**config.mk**
```make
export PLATFORM = sky130hd
export DESIGN_NAME = dice_round_ctrl
export DESIGN_NICKNAME = d
export VERILOG_FILES = /design/src/rtl/dice_pkg.sv /design/src/rtl/key_debounce.sv /design/src/rtl/dice_round_ctrl.sv
export SDC_FILE = /design/constraint.sdc
export NUM_CORES = 1
export LEC_CHECK = 0
export ABC_AREA = 0
export CAP_MARGIN = 10
export CORE_MARGIN = 2
export CORE_UTILIZATION = 59
export DETAILED_ROUTE_END_ITERATION = 8
export PLACE_DENSITY = 0.87
export REMOVE_ABC_BUFFERS = 1
export SLEW_MARGIN = 20
export SYNTH_ARGS = -nofsm -noshare
export SYNTH_HDL_FRONTEND = slang
export SYNTH_HIERARCHICAL = 1
export SYNTH_SLANG_ARGS = --single-unit
```
**constraint.sdc**
```tcl
create_clock -name clk -period 4.7 [get_ports clk]
set_input_delay 1.41 -clock clk [delete_from_list [all_inputs] [get_ports clk]]
set_output_delay 1.41 -clock clk [all_outputs]
set_load 0.1 [all_outputs]
```
**src/rtl/dice_pkg.sv**
```systemverilog
`default_nettype none
// ---------------------------------------------------------------------------
// dice_pkg : states, die range and die width shared by the dice round control.
// Rev 1.0
// ---------------------------------------------------------------------------
package dice_pkg;

  localparam int DIE_W = 4;
  localparam logic [DIE_W-1:0] DIE_MIN = 4'd1;
  localparam logic [DIE_W-1:0] DIE_MAX = 4'd6;

  typedef enum logic [2:0] {
    IDLE    = 3'd0,
    P1_ROLL = 3'd1,
    P1_DONE = 3'd2,
    P2_ROLL = 3'd3,
    P2_DONE = 3'd4,
    FIN     = 3'd5,
    SETTLE  = 3'd6,
    SHOW    = 3'd7
  } state_t;

  function automatic logic die_ok(input logic [DIE_W-1:0] d);
    return (d >= DIE_MIN) && (d <= DIE_MAX);
  endfunction

endpackage
`default_nettype wire

```
**src/rtl/key_debounce.sv**
```systemverilog
`default_nettype none
// ---------------------------------------------------------------------------
// key_debounce : 2-flop synchroniser, stable-count debouncer, rise/fall pulses.
// Rev 1.0
// ---------------------------------------------------------------------------
module key_debounce #(
  parameter int DB_CYCLES = 20
) (
  input  logic clk,
  input  logic rst,
  input  logic key,
  output logic rise,
  output logic fall
);

  localparam int CW = (DB_CYCLES < 2) ? 1 : $clog2(DB_CYCLES);

  logic [1:0]    sync;
  logic          level;
  logic [CW-1:0] cnt;
  logic          done;

  assign done = (cnt == CW'(DB_CYCLES - 1));

  // Counter tracks consecutive samples that disagree with the debounced level.
  always_ff @(posedge clk or negedge rst) begin
    if (!rst) begin
      sync  <= 2'b00;
      level <= 1'b0;
      cnt   <= '0;
      rise  <= 1'b0;
      fall  <= 1'b0;
    end else begin
      sync <= {sync[0], key};
      rise <= 1'b0;
      fall <= 1'b0;
      if (sync[1] == level) begin
        cnt <= '0;
      end else if (done) begin
        level <= sync[1];
        cnt   <= '0;
        rise  <= sync[1];
        fall  <= ~sync[1];
      end else begin
        cnt <= cnt + 1'b1;
      end
    end
  end

endmodule
`default_nettype wire

```
**src/rtl/dice_round_ctrl.sv**
```systemverilog
`default_nettype none
// ---------------------------------------------------------------------------
// dice_round_ctrl : round sequencer and judge for the dice roller.
// Optional cumulative scores enabled by DICE_SCORE_EN.  Rev 1.0
// ---------------------------------------------------------------------------
module dice_round_ctrl
  import dice_pkg::*;
#(
  parameter int DB_CYCLES     = 20,
  parameter int FIN_CYCLES    = 4,
  parameter int SETTLE_CYCLES = 2,
  parameter int SCORE_MAX     = 9
) (
  input  logic             clk,
  input  logic             rst,
  input  logic             key1,
  input  logic             key2,
  input  logic             key_fin,
  input  logic [DIE_W-1:0] dice1,
  input  logic [DIE_W-1:0] dice2,
  output logic             start1,
  output logic             start2,
  output logic             finish,
  output logic             win1,
  output logic             win2,
  output logic             draw,
  output logic             err,
  output logic             res_valid,
  output logic [3:0]       score1,
  output logic [3:0]       score2,
  output logic [2:0]       state_dbg
);

  state_t     state;
  logic [7:0] tcnt;
  logic       r1, f1, r2, f2, rf, ff_unused;
  logic       dice_ok, d_gt, d_lt, enter_show;

  key_debounce #(.DB_CYCLES(DB_CYCLES)) u_db1 (
    .clk(clk), .rst(rst), .key(key1), .rise(r1), .fall(f1)
  );
  key_debounce #(.DB_CYCLES(DB_CYCLES)) u_db2 (
    .clk(clk), .rst(rst), .key(key2), .rise(r2), .fall(f2)
  );
  key_debounce #(.DB_CYCLES(DB_CYCLES)) u_dbf (
    .clk(clk), .rst(rst), .key(key_fin), .rise(rf), .fall(ff_unused)
  );

  assign dice_ok    = die_ok(dice1) && die_ok(dice2);
  assign d_gt       = dice1 > dice2;
  assign d_lt       = dice1 < dice2;
  assign enter_show = (state == SETTLE) && (tcnt == 8'(SETTLE_CYCLES - 1));
  assign state_dbg  = state;

  always_ff @(posedge clk or negedge rst) begin
    if (!rst) begin
      state     <= IDLE;
      tcnt      <= 8'd0;
      start1    <= 1'b0;
      start2    <= 1'b0;
      finish    <= 1'b0;
      win1      <= 1'b0;
      win2      <= 1'b0;
      draw      <= 1'b0;
      err       <= 1'b0;
      res_valid <= 1'b0;
    end else begin
      case (state)
        IDLE: if (r1) begin
          state  <= P1_ROLL;
          start1 <= 1'b1;
        end
        P1_ROLL: if (f1) begin
          state  <= P1_DONE;
          start1 <= 1'b0;
        end
        P1_DONE: if (r2) begin
          state  <= P2_ROLL;
          start2 <= 1'b1;
        end
        P2_ROLL: if (f2) begin
          state  <= P2_DONE;
          start2 <= 1'b0;
        end
        P2_DONE: if (rf) begin
          state  <= FIN;
          finish <= 1'b1;
          tcnt   <= 8'd0;
        end
        FIN: begin
          if (tcnt == 8'(FIN_CYCLES - 1)) begin
            state  <= SETTLE;
            finish <= 1'b0;
            tcnt   <= 8'd0;
          end else begin
            tcnt <= tcnt + 8'd1;
          end
        end
        SETTLE: begin
          // Dice are sampled only after the roller has had time to settle.
          if (enter_show) begin
            state     <= SHOW;
            res_valid <= 1'b1;
            err       <= ~dice_ok;
            win1      <= dice_ok & d_gt;
            win2      <= dice_ok & d_lt;
            draw      <= dice_ok & ~d_gt & ~d_lt;
          end else begin
            tcnt <= tcnt + 8'd1;
          end
        end
        SHOW: if (rf) begin
          state     <= IDLE;
          res_valid <= 1'b0;
          win1      <= 1'b0;
          win2      <= 1'b0;
          draw      <= 1'b0;
          err       <= 1'b0;
        end
        default: state <= IDLE;
      endcase
    end
  end

`ifdef DICE_SCORE_EN
  always_ff @(posedge clk or negedge rst) begin
    if (!rst) begin
      score1 <= 4'd0;
      score2 <= 4'd0;
    end else if (enter_show && dice_ok) begin
      if (d_gt && (score1 < 4'(SCORE_MAX))) score1 <= score1 + 4'd1;
      if (d_lt && (score2 < 4'(SCORE_MAX))) score2 <= score2 + 4'd1;
    end
  end
`else
  assign score1 = 4'd0;
  assign score2 = 4'd0;
`endif

endmodule
`default_nettype wire
```
-- After elaboration in Yosys (flattened, before gate mapping)
Cells that the tools add are included.
- register bits: 48
- bits in latches: 0
- memory bits (writable): 0
- ROM bits: 0
- bits of input ports: 13
- output and inout bits: 19
- logic and storage cells: 138
- memories: 0
- $add $sub $neg: 4
- multipliers: 0
- divide/modulo/power cells: 0
- order comparisons: 6
- equal/unequal tests: 24
- shifts and indexed selects: 0
- muxes and demuxes: 49
- bitwise gates (word level): 12
- reductions and logical operators: 19
- operator list (operator ; count):
    2-to-1 mux 5 bit ; 6
    2-to-1 mux 3 bit ; 8
    2-to-1 mux 8 bit ; 3
    case mux 3 bit (8 select lines) ; 1
    case mux 8 bit (3 select lines) ; 1
    2-to-1 mux 1 bit ; 22
    case mux 1 bit (2 select lines) ; 8
    adder 5 x 1 -> 5 bit (second input constant) ; 3
    equality test 5 bit (second input constant) ; 3
    AND reduction 3 bit ; 5
    equality test 3 bit (second input constant) ; 4
    inequality test 2 x 1 -> 1 bit (second input constant) ; 6
    adder 8 x 1 -> 8 bit (second input constant) ; 1
    equality test 8 x 1 -> 1 bit (second input constant) ; 1
    equality test 8 x 2 -> 1 bit (second input constant) ; 1
    greater-or-equal comparator 4 x 1 -> 1 bit (second input constant) ; 2
    <= comparator 4 x 3 -> 1 bit (second input constant) ; 2
    inverter 1 bit ; 8
    AND reduction 8 bit ; 1
    nonzero test 2 bit ; 4
    equality test 3 x 2 -> 1 bit (second input constant) ; 2
    inequality test 2 bit (second input constant) ; 3
    AND reduction 2 bit ; 3
    AND 1 bit ; 4
    7 further kinds ; 12

-- Depth between registers and ports, before layout
- depth after elaboration: 7
- depth in mapped cells: 7

-- Cells and area by module
The synthesis kept the hierarchy.
- by module, submodules not included (module ; times used ; cells an instance ; area an instance (µm²)):
    dice_round_ctrl ; 1 ; 146 ; 1313.8
    key_debounce ; 3 ; 31 ; 419.2

-- Worst setup path before layout
No wires, ideal clock.
- path type: input -> register
- start point: in dice2[1]
- end point: reg draw
- data arrival time: 2.575 ns
- path slack: 2.056 ns
- cell stages on the path: 5
- buffers on the path: 0
- path through: and3_1 or4_1 nor3_1 and3_1 a22o_1
- cells in the longest elaborated chain, start to end: 7
- elaborated cells between the ends (all ways): 12
- ends and longest elaborated chain (item ; line ; source):
    start, declared ; dice_round_ctrl.sv:20 ; input logic [DIE_W-1:0] dice2,
    greater-or-equal comparator 4 x 1 -> 1 bit or <= comparator 4 x 3 -> 1 bit (tied branches) ; dice_pkg.sv:24 ; return (d >= DIE_MIN) && (d <= DIE_MAX);
    logical AND 1 bit ; dice_pkg.sv:24 ;
    logical AND 1 bit ; dice_round_ctrl.sv:49 ; assign dice_ok = die_ok(dice1) && die_ok(dice2);
    AND 1 bit ; dice_round_ctrl.sv:107 ; draw <= dice_ok & ~d_gt & ~d_lt;
    AND 1 bit (*) ; dice_round_ctrl.sv:107 ;
    2-to-1 mux 1 bit (*) ; dice_round_ctrl.sv:101 ; if (enter_show) begin
    case mux 1 bit (2 select lines) (*) ; dice_round_ctrl.sv:68 ; case (state)
    end signal, assigned ; dice_round_ctrl.sv:107 ;
    end, declared ; dice_round_ctrl.sv:26 ; output logic draw,
Every way passes the cells marked *; elsewhere a longest branch is shown, timed or not. The select of a mux whose other input is x is not followed.
A chain may end at the register's enable or synchronous reset.

-- Final worst setup path
- start point: reg state[0] (netlist: state_dbg[0])
- end point: out state_dbg[0]
- RTL lines (item ; line ; source):
    start, declared ; dice_round_ctrl.sv:34 ; state_t state;
    start signal, assigned ; dice_round_ctrl.sv:57 ; state <= IDLE;
    start signal, assigned ; dice_round_ctrl.sv:70 ; state <= P1_ROLL;
    start signal, assigned ; dice_round_ctrl.sv:74 ; state <= P1_DONE;
    end, declared ; dice_round_ctrl.sv:31 ; output logic [2:0] state_dbg
No word-level cell between the ends.

==> reports/metrics.csv <==
stage;metric;value;unit
power_and_ir_drop;power_leakage;1.257;nW
grt;grt_max_degree;49;
sta;drv_slew;0;
clock_network;clock_latency;0.31;ns
worst_setup_path;slowest_stage;clkdlybuf4s50_1;
route;ant_nets;0;
clock_network;cts_made_buffers;5;
grt;grt_pass1_wl;7.803;mm
worst_setup_path;r2r_slack;2.74;ns
route;viasPerCell;5.665;
grt;antenna_found_initial;0;
clock_network;cts_max_path_buffers;2;
worst_setup_path;criticalPathCategory;reg -> out;
sta;worst_clock_skew;0.009143;ns
place;numPortBuffers;23;
floorplan;rows;23;
route;drc;0;
route;first_pass_iters;4;
worst_setup_path;worst-path-buf-inv;1;
worst_setup_path;critPathLaunchType;register;
floorplan;die_w;69.60;um
sta;finalCriticalPeriod;3.635;ns
layout;syn_to_final_growth;13.85;%
outcome;status;finished clean;
worst_setup_path;path_cells;clkdlybuf4s50_1;
clock_network;path_clk_slew;0.09;ns
worst_setup_path;worstPathRequired;3.29;ns
sta;fin_ws;1.065;ns
floorplan;die_h;69.60;um
place;hpwl;3.141;mm
floorplan;core;4058;sq um
sta;worst_slew_pin_slew;1.002;ns
run;maxCapViolCount;0;
sta;relSlewSlack;0.3302;
sta;setup_violations;0;
clock_network;cts_setup_buffers;0;
synth;syn_inst;237;
grt;grt_usage;0.2022;
place;gp_congestion;0.7777;
synth;ys_warn_count;6;
clock_network;cts.sinks;48;
clock_network;cts_tree;built;
grt;gr-total-overflow;0;
layout;antenna_cells;0;
sta;finalCritPeriodShare;0.7735;
place;place_worst_setup_slack;1.409;ns
worst_setup_path;cp_top_family;buffers and inverters;
worst_setup_path;path_depth;1;
route;top_layer;met4;
sta;fmax;275.1;MHz
hold_path;hp-class;reg -> reg;
route;post_drt_wl_per_cell;14.08;um
clock_network;cts-hold-fix-buffers;0;
route;routed_wl;4.407;mm
sta;holdWs;0.3539;ns
synth;avgSynthCellArea;10.71;sq um
route;dr_wl_met2;2.284;mm
route;first_iter_violations;126;
sta;finalHoldViolCount;0;
floorplan;io_pins;32;
hold_path;whs_path_depth;0;
grt;grt_pass1_vias;1739;
power_and_ir_drop;cellPowerDensity;277.2;nW/um^2
synth;syn_area;2539;sq um
worst_setup_path;crit_path_end_kind;output port;
worst_setup_path;cp_max_fo;18;
power_and_ir_drop;vdd_drop_max;0.2260;mV
sta;setup_tns;0;ns
floorplan;die_area;4843;sq um
clock_network;cts_max_level;2;
clock_network;root_buffer;clkbuf_8;
worst_setup_path;cp.arrival;2.23;ns
layout;nFillCells;304;
clock_network;cts_resized;0;
worst_setup_path;rr_worst_depth;5;
worst_setup_path;cpPeakStageDelay;1.24;ns
layout;drive_gt1_frac;0.09125;
floorplan;start_util;0.6257;
sta;rsz0062_at_grt;no;
route;wl_met3;162;um
route;drt-met1-wl;1.902;mm
layout;nNetsFinal;284;
route;via_count;1773;
## layout make-up
| class | count | area [sq um] | area share |
|---|---|---|---|
| multi-input combinational | 172 | 1239 | 0.4286 |
| sequential | 48 | 1201 | 0.4156 |
| timing repair buffer | 24 | 235.2 | 0.08139 |
| clock buffer | 5 | 68.82 | 0.02381 |
| tap | 50 | 62.56 | 0.02165 |
| clock inverter | 3 | 42.54 | 0.01472 |
| inverter | 11 | 41.29 | 0.01429 |
## power by group
group	internal [mW]	switching, mW	total (mW)
clock network	0.157	0.140	0.298
registers	0.421	0.00845	0.430
logic	0.0226	0.0509	0.0735
total	0.601	0.200	0.801
## sequential cells by signal, summed over array words and instances (netlist names), 2 cells and up
register    cells
u_db2/sync      2
u_dbf/sync      2
u_db1/sync      2
u_dbf/cnt       5
tcnt            8
u_db2/cnt       5
u_db1/cnt       5
state_dbg       3
## layout by cell type (no fill, tap or decap), types with 3 or more instances in the layout
| master | n |
|---|---|
| a21oi_1 | 6 |
| a31oi_1 | 4 |
| and2_1 | 3 |
| and3_1 | 4 |
| clkbuf_8 | 5 |
| clkdlybuf4s50_1 | 22 |
| conb_1 | 8 |
| dfrtp_1 | 48 |
| ha_1 | 9 |
| inv_1 | 11 |
| mux2_4 | 3 |
| nand2_1 | 20 |
| nand3_1 | 9 |
| nand3b_1 | 3 |
| nand4b_1 | 4 |
| nand4bb_4 | 3 |
| nor2_1 | 23 |
| nor2b_1 | 3 |
| nor3_1 | 5 |
| nor3b_1 | 5 |
| o211ai_1 | 3 |
| o21ai_0 | 12 |
| xnor2_1 | 8 |
| xor2_1 | 10 |
## final timing paths
| check | from | end |
|---|---|---|
| max | state_dbg[0]$_DFFE_PN0P_ | state_dbg[0] |
| min | u_db1/sync[0]$_DFF_PN0_ | u_db1/sync[1]$_DFF_PN0_ |
| max reg2reg | state_dbg[0]$_DFFE_PN0P_ | tcnt[7]$_DFFE_PN0P_ |
| min reg2reg | u_db1/sync[0]$_DFF_PN0_ | u_db1/sync[1]$_DFF_PN0_ |
| max in group asynchronous | rst | state_dbg[0]$_DFFE_PN0P_ |
| min in group asynchronous | rst | u_dbf/cnt[4]$_DFF_PN0_ |
## stage by stage
stage	instances	cell area (sq um)	power, mW	utilization
final	313	2890	0.8011	0.7123
after detailed placement	305	2776	0.5119	0.6842
after global placement	305	2776	0.5095	0.6842
after CTS	313	2888	0.8081	0.7117
after floorplan	231	2481	0.4865	-
after global routing	313	2890	0.8329	0.7123
## layer usage
layer,track usage,vias up
met2,0.3515,31
met1,0.2409,870
li1,-,865
met5,0,-
met4,0.07190,0
met3,0.05378,7
Note: power is estimated with default switching activity, not from simulation.
